[config.mk]
export PLATFORM = sky130hd
export DESIGN_NAME = instr_encoder
export DESIGN_NICKNAME = d
export VERILOG_FILES = /design/src/rtl/riscv_enc_pkg.sv /design/src/rtl/imm_pack.sv /design/src/rtl/instr_encoder.sv
export SDC_FILE = /design/constraint.sdc
export NUM_CORES = 1
export LEC_CHECK = 0
export ABC_CLOCK_PERIOD_IN_PS = 3400
export CAP_MARGIN = 20
export CORE_MARGIN = 10
export CORE_UTILIZATION = 49
export CTS_BUF_LIST = sky130_fd_sc_hd__clkbuf_2
export CTS_CLUSTER_DIAMETER = 100
export DETAILED_ROUTE_END_ITERATION = 10
export PLACE_DENSITY_LB_ADDON = 0.25
export SLEW_MARGIN = 25
export SYNTH_ARGS = -nofsm -noshare
export SYNTH_HDL_FRONTEND = slang
export SYNTH_SLANG_ARGS = --single-unit
[constraint.sdc]
create_clock -name clk -period 3.4 [get_ports clk]
set_input_delay 0.51 -clock clk [delete_from_list [all_inputs] [get_ports clk]]
set_output_delay 0.51 -clock clk [all_outputs]
set_load 0.1 [all_outputs]
[src/rtl/riscv_enc_pkg.sv]
// Shared RV32I encoding constants: instruction classes, major opcodes and load-FSM states.
package riscv_enc_pkg;

  typedef enum logic [2:0] {
    ClsR    = 3'd0,
    ClsIAlu = 3'd1,
    ClsLw   = 3'd2,
    ClsSw   = 3'd3,
    ClsB    = 3'd4,
    ClsJal  = 3'd5
  } cls_e;

  localparam logic [6:0] OpcR      = 7'b0110011;
  localparam logic [6:0] OpcIAlu   = 7'b0010011;
  localparam logic [6:0] OpcLoad   = 7'b0000011;
  localparam logic [6:0] OpcStore  = 7'b0100011;
  localparam logic [6:0] OpcBranch = 7'b1100011;
  localparam logic [6:0] OpcJal    = 7'b1101111;

  localparam logic [2:0] F3Word = 3'b010;
  localparam logic [2:0] F3Sll  = 3'b001;
  localparam logic [2:0] F3Sr   = 3'b101;

  typedef enum logic [1:0] {
    StIdle = 2'd0,
    StLoad = 2'd1,
    StDone = 2'd2
  } state_e;

  // funct7 as used by R-type and the immediate shifts: only bit 30 is variable.
  function automatic logic [6:0] funct7_of(input logic b5);
    return {1'b0, b5, 5'b00000};
  endfunction

endpackage

[src/rtl/imm_pack.sv]
// Combinational RV32I word builder from decoded fields; JAL only when ENC_JAL_EN is defined.
module imm_pack
  import riscv_enc_pkg::*;
(
  input  logic [2:0]  cls,
  input  logic [4:0]  rd,
  input  logic [4:0]  rs1,
  input  logic [4:0]  rs2,
  input  logic [2:0]  funct3,
  input  logic        funct7b5,
  input  logic [20:0] imm,
  output logic [31:0] word,
  output logic        legal
);

  logic [6:0] f7;
  logic       is_shift;

  assign f7       = funct7_of(funct7b5);
  assign is_shift = (funct3 == F3Sll) || (funct3 == F3Sr);

  always_comb begin
    word  = '0;
    legal = 1'b1;
    case (cls)
      ClsR: begin
        word = {f7, rs2, rs1, funct3, rd, OpcR};
      end
      ClsIAlu: begin
        if (is_shift) begin
          word = {f7, imm[4:0], rs1, funct3, rd, OpcIAlu};
        end else begin
          word = {imm[11:0], rs1, funct3, rd, OpcIAlu};
        end
      end
      ClsLw: begin
        word = {imm[11:0], rs1, F3Word, rd, OpcLoad};
      end
      ClsSw: begin
        word = {imm[11:5], rs2, rs1, funct3, imm[4:0], OpcStore};
      end
      ClsB: begin
        word = {imm[12], imm[10:5], rs2, rs1, funct3, imm[4:1], imm[11], OpcBranch};
      end
`ifdef ENC_JAL_EN
      ClsJal: begin
        word = {imm[20], imm[10:1], imm[11], imm[19:12], rd, OpcJal};
      end
`endif
      default: begin
        legal = 1'b0;
      end
    endcase
  end

`ifndef ENC_JAL_EN
  // Upper immediate bits only feed the J layout.
  logic unused_imm_hi;
  assign unused_imm_hi = ^imm[20:13];
`endif

endmodule

[src/rtl/instr_encoder.sv]
// Streams encoded RV32I words into an instruction memory, one session per start pulse.
// Optional JAL support is selected with the ENC_JAL_EN macro (see imm_pack).
module instr_encoder
  import riscv_enc_pkg::*;
#(
  parameter int unsigned ADDR_W = 6
) (
  input  logic              clk,
  input  logic              rst,
  input  logic              start,
  input  logic              in_valid,
  output logic              in_ready,
  input  logic [2:0]        cls,
  input  logic [4:0]        rd,
  input  logic [4:0]        rs1,
  input  logic [4:0]        rs2,
  input  logic [2:0]        funct3,
  input  logic              funct7b5,
  input  logic [20:0]       imm,
  output logic              mem_we,
  input  logic              mem_ready,
  output logic [ADDR_W-1:0] mem_addr,
  output logic [31:0]       mem_wdata,
  output logic              full,
  output logic              err,
  output logic [ADDR_W:0]   count
);

  localparam logic [ADDR_W-1:0] LastAddr = '1;
  localparam logic [ADDR_W-1:0] AddrOne  = 1;
  localparam logic [ADDR_W:0]   CountOne = 1;

  state_e            state_q, state_d;
  logic              we_q, we_d;
  logic [ADDR_W-1:0] addr_q, addr_d;
  logic [31:0]       wdata_q, wdata_d;
  logic [ADDR_W:0]   count_q, count_d;
  logic              err_q, err_d;

  logic [31:0] enc_word;
  logic        enc_legal;
  logic        wr_done;
  logic        accept;

  imm_pack u_imm_pack (
    .cls      (cls),
    .rd       (rd),
    .rs1      (rs1),
    .rs2      (rs2),
    .funct3   (funct3),
    .funct7b5 (funct7b5),
    .imm      (imm),
    .word     (enc_word),
    .legal    (enc_legal)
  );

  always_comb begin
    state_d = state_q;
    we_d    = we_q;
    addr_d  = addr_q;
    wdata_d = wdata_q;
    count_d = count_q;
    err_d   = err_q;

    wr_done = we_q && mem_ready;
    // No room for a new word while the final address is still being written.
    in_ready = (state_q == StLoad) && !start &&
               (!we_q || (mem_ready && (addr_q != LastAddr)));
    accept = in_valid && in_ready;

    case (state_q)
      StIdle, StDone: begin
        if (start) begin
          state_d = StLoad;
          addr_d  = '0;
          count_d = '0;
          err_d   = 1'b0;
        end
      end
      StLoad: begin
        if (wr_done) begin
          we_d    = 1'b0;
          addr_d  = addr_q + AddrOne;
          count_d = count_q + CountOne;
          if (addr_q == LastAddr) begin
            state_d = StDone;
          end
        end
        if (accept) begin
          if (enc_legal) begin
            we_d    = 1'b1;
            wdata_d = enc_word;
          end else begin
            err_d = 1'b1;
          end
        end
      end
      default: begin
        state_d = StIdle;
      end
    endcase
  end

  always_ff @(posedge clk) begin
    if (rst) begin
      state_q <= StIdle;
      we_q    <= 1'b0;
      addr_q  <= '0;
      wdata_q <= '0;
      count_q <= '0;
      err_q   <= 1'b0;
    end else begin
      state_q <= state_d;
      we_q    <= we_d;
      addr_q  <= addr_d;
      wdata_q <= wdata_d;
      count_q <= count_d;
      err_q   <= err_d;
    end
  end

  assign mem_we    = we_q;
  assign mem_addr  = addr_q;
  assign mem_wdata = wdata_q;
  assign count     = count_q;
  assign err       = err_q;
  assign full      = (state_q == StDone);

endmodule

Yosys cells after proc, flatten, opt, wreduce, memory -nomap -nowiden:

Cells that the tools add are included.
W data, S select, Z words.

* eq/ne operators: 15
* add/sub/neg operators: 2
* muxes and demuxes: 20
* reductions and logical operators: 18

Operators by type and width (number)
* $pmux W32 S5: 1
* $mux W32: 1
* $mux W7: 2
* $pmux W7 S2: 1
* $mux W6: 2
* $pmux W6 S2: 1
* $reduce_and A3 Y1: 3
* $ne A2 B2 Y1 const B: 4
* $add A7 B1 Y7 const B: 1
* $mux W1: 7
* $add A6 B1 Y6 const B: 1
* $eq A3 B1 Y1 const B: 2
* $eq A3 B2 Y1 const B: 2
* $eq A3 B3 Y1 const B: 2
* $eq A6 B6 Y1 const B: 1
* $mux W2: 3
* $ne A6 B6 Y1 const B: 1
* $logic_and A1 B1 Y1: 5
* $reduce_or A5 Y1: 1
* $pmux W2 S2: 1
* $reduce_and A4 Y1: 1
* $logic_not A3 Y1: 1
* $eq A2 B1 Y1 const B: 1
* $eq A2 B2 Y1 const B: 1
* other kinds (7): 9

* word-level logic and storage cells: 61
* register bits after elaboration: 49

Logic depth before layout (Yosys ltp):

Gate-level depths: netlist of the first run.

* depth in word-level cells: 7
* gate-level depth with buffers: 7
* mapped depth without buffers: 5

Cells and area by module:

From an unflattened synthesis of the first run, not the netlist that was laid out.

* cell total of the unflattened synthesis: 317
* area, all modules: 2896.5 sq um

By module, submodules not included
* instr_encoder: area each 2268.4 sq um, instances 1, seq. area each 980.9 sq um, cells each 228
* imm_pack: area each 628.1 sq um, instances 1, seq. area each 0.0 sq um, cells each 89

Worst setup path after synthesis of the first run:

No wires, ideal clock.

* path type: flip-flop to flip-flop
* from: register addr_q[0], in the netlist mem_addr[0]
* to: register wdata_q[6], in the netlist mem_wdata[6]
* arrival: 4.848 ns
* cell stages (with the launch flop): 6
* path slack: -1.737 ns
* buffers on the path: 0
* cells stage by stage: dfxtp_1 > ha_1 > nand3_1 > nor2_4 > nor4b_1 > a311oi_1

* cells in the longest elaborated chain, start to end: 6

Ends and longest elaborated chain
* start: declaration: line instr_encoder.sv:35 `logic [ADDR_W-1:0] addr_q, addr_d;`
* start signal: assignment: line instr_encoder.sv:115 `addr_q <= addr_d;`
* $ne A6 B6 Y1: line instr_encoder.sv:68 `(!we_q || (mem_ready && (addr_q != LastAddr)));`
* $logic_and A1 B1 Y1: line instr_encoder.sv:68
* $logic_or A1 B1 Y1: line instr_encoder.sv:68
* $logic_and A1 B1 Y1: line instr_encoder.sv:67 `in_ready = (state_q == StLoad) && !start &&`
* net in_ready: line instr_encoder.sv:12 `output logic in_ready,`
* $logic_and A1 B1 Y1: line instr_encoder.sv:69 `accept = in_valid && in_ready;`
* $reduce_and A3 Y1 (no source line)
* end signal: assignment: line instr_encoder.sv:116 `wdata_q <= wdata_d;`
* end: declaration: line instr_encoder.sv:36 `logic [31:0] wdata_q, wdata_d;`

The timed path passes the listed nets, and every way through them passes these cells.
A chain may end at the register's enable or synchronous reset.

Worst setup path in the final report of the first run:

* from: register addr_q[2], in the netlist mem_addr[2]
* to: output port mem_addr[2]

RTL lines
* end: declaration: line instr_encoder.sv:22 `output logic [ADDR_W-1:0] mem_addr,`

No word-level cell between the ends.

==> flow_summary.ini, run 1 <==
[status]
status = complete, no violations

[placed_design]
place.gp.congestion = 0.802
io_buffer_count = 86
dpl_worst_slack_ns = 0.789
dp_hpwl_um = 5390

[yosys]
ys.warnings.count = 0
synth_cells = 274
synth-edff-count = 0
ys.flop_type = dfxtp_1
yosysSeqAreaShare = 0.369
avgSynthCellArea_um2 = 9.11
async_flop_share = 0
ys_types = 53
synth-seq-cells = 46
synth.cell_area_um2 = 2500

[floorplan]
chipWidth_um = 91.4
die_y_um = 91.4
initial_core_util = 0.518
io_pins = 97
die_area_um2 = 8350
row_count = 25
core-area_um2 = 4820

[timing]
fin_hold_ws_ns = 0.485
maxSlewHeadroom = 0.319
tightest_slew_ns = 1.02
setup_viol_count_final = 0
min_period_over_period = 0.760
setup_ws_ns = 0.816
drv_slew = 0
tns_ns = 0
max_freq_mhz = 387
hold_viol = 0
period_needed_ns = 2.58
skew_ns = 0.0135
grt_setup_unrepaired = false

[critical_path]
crit_fanout = 6
r2r_cells = 5
cp-start-kind = flop
crit_arrival_ns = 2.07
r2r_slack_ns = 1.12
r2r-end = mem_wdata[8]$_SDFFE_PP0P_
critPathCaptureType = output port
cp-startpoint = mem_addr[2]$_SDFFE_PP0P_
crit_path_max_incr_delay_ns = 1.18
r2r-start = mem_addr[0]$_SDFFE_PP0P_
crit_end = mem_addr[2]
path_cells = clkdlybuf4s50_1
crit_family = buffers and inverters
crit_type = reg -> out
cp.required_ns = 2.89
worst_path_max_delay_cell = clkdlybuf4s50_1
worstSetupPathDepth = 1
crit_buf_inv = 1

[global_route]
grt_max_degree = 24
grt-ovfl-total = 0
grt_usage = 0.166
antenna_found_initial = 0
grt_pass1_wl_um = 11800
grt_pass1_vias = 2322

[power_and_ir_drop]
power_w = 0.00111
clockPowerShare = 0.272
switching_share = 0.303
p_per_area_nw_per_um2 = 325
ir_worst_vdd_mv = 0.207
internal_power_w = 0.000772
switching_power_w = 0.000335
p_seq_frac = 0.501
p_leak_nw = 1.17
power_frac_comb = 0.227

[clock_network]
numCtsBuffers = 5
cts_max_level = 2
cts_setup_buffers = 0
clkSinkCount = 46
postCtsHoldBufs = 0
cts_resized = 0
clk_latency_ns = 0.42
clk_pin_slew_ns = 0.21
cts_tree = yes
cts_buffer_depth = 2
root_buffer = clkbuf_2

[cells_and_area]
final_common_cell = clkdlybuf4s50_1
utilization = 0.708
fin_nets = 398
layout-drive-gt1-share = 0.0946
areaGrowthSynthToFinish_pct = 36.5
antenna-diode-count = 0
n_fill_cell = 406
final_cell_mix = clkdlybuf4s50_1, dfxtp_1, nor2_1

[routing]
via_count = 2386
wl_per_cell_um = 17.2
first_pass_iters = 4
drt_first_iter_violations = 188
wl_um = 7170
ant_nets = 0
drc = 0
routed_via_density = 5.74

[run]
drv_cap = 0

[worst_hold_path]
holdCritStartpoint = mem_wdata[29]$_SDFFE_PP0P_
hp-class = reg -> reg
## power groups by stage
stage / logic (W) / clock network (W) / registers [W]
after global routing: 0.000268 / 0.000330 / 0.000556
final: 0.000252 / 0.000301 / 0.000554
after global placement: 0.000247 / 0 / 0.000565
after CTS: 0.000252 / 0.000307 / 0.000555
after detailed placement: 0.000251 / 0 / 0.000565
after floorplan: 0.000112 / 0 / 0.000618
## final cells by class
type / instances / area (µm²) / area share
clock buffers: 7 / 35.0 / 0.0103
flip-flops and latches: 46 / 921 / 0.270
multi-input cells: 194 / 1410 / 0.413
inverters: 10 / 37.5 / 0.0110
clock inverters: 1 / 30.0 / 0.00881
well taps: 67 / 83.8 / 0.0246
repair buffers: 91 / 893 / 0.262
## registers in the layout, indices dropped and copies added (netlist names)
signal and flops:
mem_wdata 29, state_q 2, mem_addr 6, err 1
mem_we 1, count 7
## through the flow
step	instances	cell area (µm²)
after floorplan	275	2520
after global placement	408	3340
after detailed placement	408	3340
after CTS	416	3410
after global routing	416	3410
final	416	3410
## per-layer routing
metal | GRT usage | part of all wire | up-vias
li1 | - | - | 1179
met1 | 0.214 | 0.45 | 1126
met2 | 0.261 | 0.47 | 75
met3 | 0.0551 | 0.069 | 6
met4 | 0.0366 | 0.0066 | 0
met5 | 0 | 0 | -
## how the worst min path moves through the flow
stage                                 endpoint  slack, ns  depth (start not counted)
floorplan            mem_wdata[6]$_SDFFE_PP0P_       0.63                          1
global placement     mem_wdata[4]$_SDFFE_PP0P_       0.45                          2
detailed placement   mem_wdata[1]$_SDFFE_PP0P_       0.46                          2
CTS                 mem_wdata[29]$_SDFFE_PP0P_       0.49                          2
global route         mem_wdata[1]$_SDFFE_PP0P_       0.51                          2
finish              mem_wdata[29]$_SDFFE_PP0P_       0.48                          2
## cell families after synthesis
group                      synth area share
muxes                                0.0701
and+or+nand+nor                       0.213
DFF                                   0.369
AOI/OAI and AO/OA                     0.236
buffers and inverters                0.0752
other                               0.00150
xor gates and xnor gates             0.0245
adders and majority gates            0.0100
## cell usage after synthesis, types with 2 or more instances
cell | count | area, µm²
o32ai_1 | 5 | 43.8
inv_1 | 10 | 37.5
and3_1 | 3 | 18.8
a21oi_1 | 17 | 85.1
dfxtp_1 | 46 | 921
nor2b_4 | 2 | 27.5
o31ai_1 | 7 | 52.6
o2111ai_1 | 5 | 43.8
mux2i_1 | 10 | 100
nand4_1 | 11 | 68.8
a41oi_1 | 2 | 17.5
clkbuf_1 | 5 | 18.8
buf_6 | 2 | 22.5
a32oi_1 | 11 | 96.3
a22oi_1 | 2 | 15.0
nand3_1 | 3 | 15.0
buf_4 | 8 | 60.1
ha_1 | 2 | 25.0
a31oi_1 | 9 | 56.3
nor3_1 | 2 | 10.0
o21ai_0 | 5 | 25.0
xor2_1 | 7 | 61.3
a211oi_1 | 13 | 97.6
buf_2 | 8 | 40.0
nand2_1 | 5 | 18.8
nor2_1 | 24 | 90.1
nor3b_1 | 5 | 37.5
or3_1 | 3 | 18.8
nor2_2 | 2 | 12.5
nand2b_1 | 5 | 31.3
nor2b_1 | 9 | 56.3
mux2_4 | 5 | 75.1
Power figures use the tool's default switching activity.
==> inputs of run 2 (changes only) <==
--- a/config.mk
+++ b/config.mk
@@ -5,10 +5,10 @@
 export SDC_FILE = /design/constraint.sdc
 export NUM_CORES = 1
 export LEC_CHECK = 0
-export ABC_CLOCK_PERIOD_IN_PS = 3400
+export ABC_CLOCK_PERIOD_IN_PS = 2180
 export CAP_MARGIN = 20
 export CORE_MARGIN = 10
-export CORE_UTILIZATION = 49
+export CORE_UTILIZATION = 41
 export CTS_BUF_LIST = sky130_fd_sc_hd__clkbuf_2
 export CTS_CLUSTER_DIAMETER = 100
 export DETAILED_ROUTE_END_ITERATION = 10
==> constraint.sdc (replaced) <==
create_clock -name clk -period 2.18 [get_ports clk]
set_input_delay 0.327 -clock clk [delete_from_list [all_inputs] [get_ports clk]]
set_output_delay 0.327 -clock clk [all_outputs]
set_load 0.1 [all_outputs]
==> flow_summary.ini, run 2 (synthesis gave the netlist of run 1 again) <==
[critical_path]
cp.required_ns = 1.85
crit_arrival_ns = 1.71
cp-start-kind = flop
crit_path_max_incr_delay_ns = 0.41
crit_family = simple AND/OR/NAND/NOR gates
crit_fanout = 10
r2r_cells = 6
r2r-start = mem_addr[1]$_SDFFE_PP0P_
worst_path_max_delay_cell = dfxtp_4
crit_type = reg -> out
r2r_slack_ns = 0.59
r2r-end = mem_wdata[30]$_SDFFE_PP0P_
critPathCaptureType = output port
crit_buf_inv = 1
path_cells = ha_4, nand3_4, nor2_4, nor4b_4, buf_12

[status]
status = complete, no violations

[timing]
drv_slew = 0
skew_ns = 0.0158
hold_viol = 0
grt_setup_unrepaired = false
max_freq_mhz = 491
min_period_over_period = 0.934
period_needed_ns = 2.04
setup_viol_count_final = 0
setup_ws_ns = 0.143

[global_route]
grt-ovfl-total = 0
met2_usage = 0.246
grt_max_degree = 45
use_met3 = 0.0571
grt.busiest_layer = met2
grtUsageMet1 = 0.171
grt_pass1_wl_um = 12100
grt_usage = 0.147
grt_pass1_vias = 2445
antenna_found_initial = 0

[cells_and_area]
final_cell_mix = buf_4, dfxtp_1, clkdlybuf4s50_1
antenna-diode-count = 0
areaGrowthSynthToFinish_pct = 37.5
final_common_cell = buf_4
largest_reg_flops = 29
utilization = 0.580
fin_nets = 410
n_fill_cell = 572
layout-drive-gt1-share = 0.271
instances_no_fill = 436

[clock_network]
cts_tree = yes
root_buffer = clkbuf_2
clk_latency_ns = 0.41
clkSinkCount = 46
postCtsHoldBufs = 0
cts_buffer_depth = 2
cts_max_level = 2
cts_setup_buffers = 0
cts_resized = 0
numCtsBuffers = 5
clk_pin_slew_ns = 0.23

[worst_hold_path]
whs_endpoint = mem_wdata[12]$_SDFFE_PP0P_
holdCritStartpoint = funct3[0]
holdPathStages = 3
hp-class = in -> reg

[floorplan]
core-area_um2 = 5920
die_y_um = 98.0
initial_core_util = 0.422
row_count = 28
die_area_um2 = 9610
chipWidth_um = 98.0
io_pins = 97

[routing]
drc = 0
routed_via_density = 5.61
wl_per_cell_um = 16.5
drt_first_iter_violations = 82
via_count = 2447
first_pass_iters = 4
ant_nets = 0
wl_um = 7200

[placed_design]
dp_hpwl_um = 5550
io_buffer_count = 86
dpl_worst_slack_ns = 0.0785
place.gp.congestion = 0.829
place_inst = 428

[power_and_ir_drop]
ir_worst_vdd_mv = 0.262
p_leak_nw = 1.31
p_per_area_nw_per_um2 = 470

[run]
drv_cap = 0
==> run 2: metal layers <==
metal | wire length [µm] | vias to the layer above
li1 | - | 1197
met1 | 3010 | 1162
met2 | 3500 | 83
met3 | 637 | 5
met4 | 53 | 0
met5 | 0 | -
==> run 2: worst max-delay path by stage <==
stage / start / endpoint / slack (ns) / depth (start not counted)
global placement: cls[0] / mem_wdata[21]$_SDFFE_PP0P_ / 0.14 / 6
global route: mem_addr[0]$_SDFFE_PP0P_ / in_ready / 0.03 / 5
CTS: mem_addr[1]$_SDFFE_PP0P_ / in_ready / 0.04 / 5
floorplan: mem_addr[1]$_SDFFE_PP0P_ / mem_wdata[6]$_SDFFE_PP0P_ / -0.15 / 5
finish: mem_addr[1]$_SDFFE_PP0P_ / in_ready / 0.14 / 5
detailed placement: cls[0] / mem_wdata[21]$_SDFFE_PP0P_ / 0.08 / 6
==> run 2: report_power, final <==
group | switching, W | internal (W) | leakage, nW
Combinational | 0.000251 | 0.000157 | 0.906
Clock | 0.000264 | 0.0000789 | 0.0304
Sequential | 0.00000840 | 0.000854 | 0.376
==> run 2: layout make-up <==
cell class,count,area [µm²],share of cell area
clock inverters,2,8.76,0.00255
repair buffers,103,896,0.261
inverters,10,37.5,0.0109
clock buffers,6,30.0,0.00875
multi-input cells,194,1430,0.417
flip-flops and latches,46,935,0.272
well taps,75,93.8,0.0273
==> run 2: worst min-delay path: cells and delay by family <==
kind	cells	cell delay (ns)
buffers and inverters	1	0.41
multiplexers	1	0.05
AND/OR/NAND/NOR	1	0.06
==> run 2: per-stage QoR <==
| stage | power (W) | setup TNS (ns) | area [µm²] | hold WS [ns] |
|---|---|---|---|---|
| floorplan | 0.00114 | -0.254 | 2550 | 0.447 |
| global placement | 0.00128 | 0 | 3390 | 0.453 |
| detailed placement | 0.00129 | 0 | 3390 | 0.458 |
| CTS | 0.00163 | 0 | 3430 | 0.420 |
| global route | 0.00169 | 0 | 3430 | 0.417 |
| finish | 0.00161 | 0 | 3430 | 0.452 |
==> inputs of run 3 (changes only) <==
--- a/config.mk
+++ b/config.mk
@@ -13,6 +13,7 @@
 export CTS_CLUSTER_DIAMETER = 100
 export DETAILED_ROUTE_END_ITERATION = 10
 export PLACE_DENSITY_LB_ADDON = 0.25
+export SKIP_CTS_REPAIR_TIMING = 1
 export SLEW_MARGIN = 25
 export SYNTH_ARGS = -nofsm -noshare
 export SYNTH_HDL_FRONTEND = slang
==> results of run 3 <==
No change in the layout: final DEF, timing and power equal those of run 2.
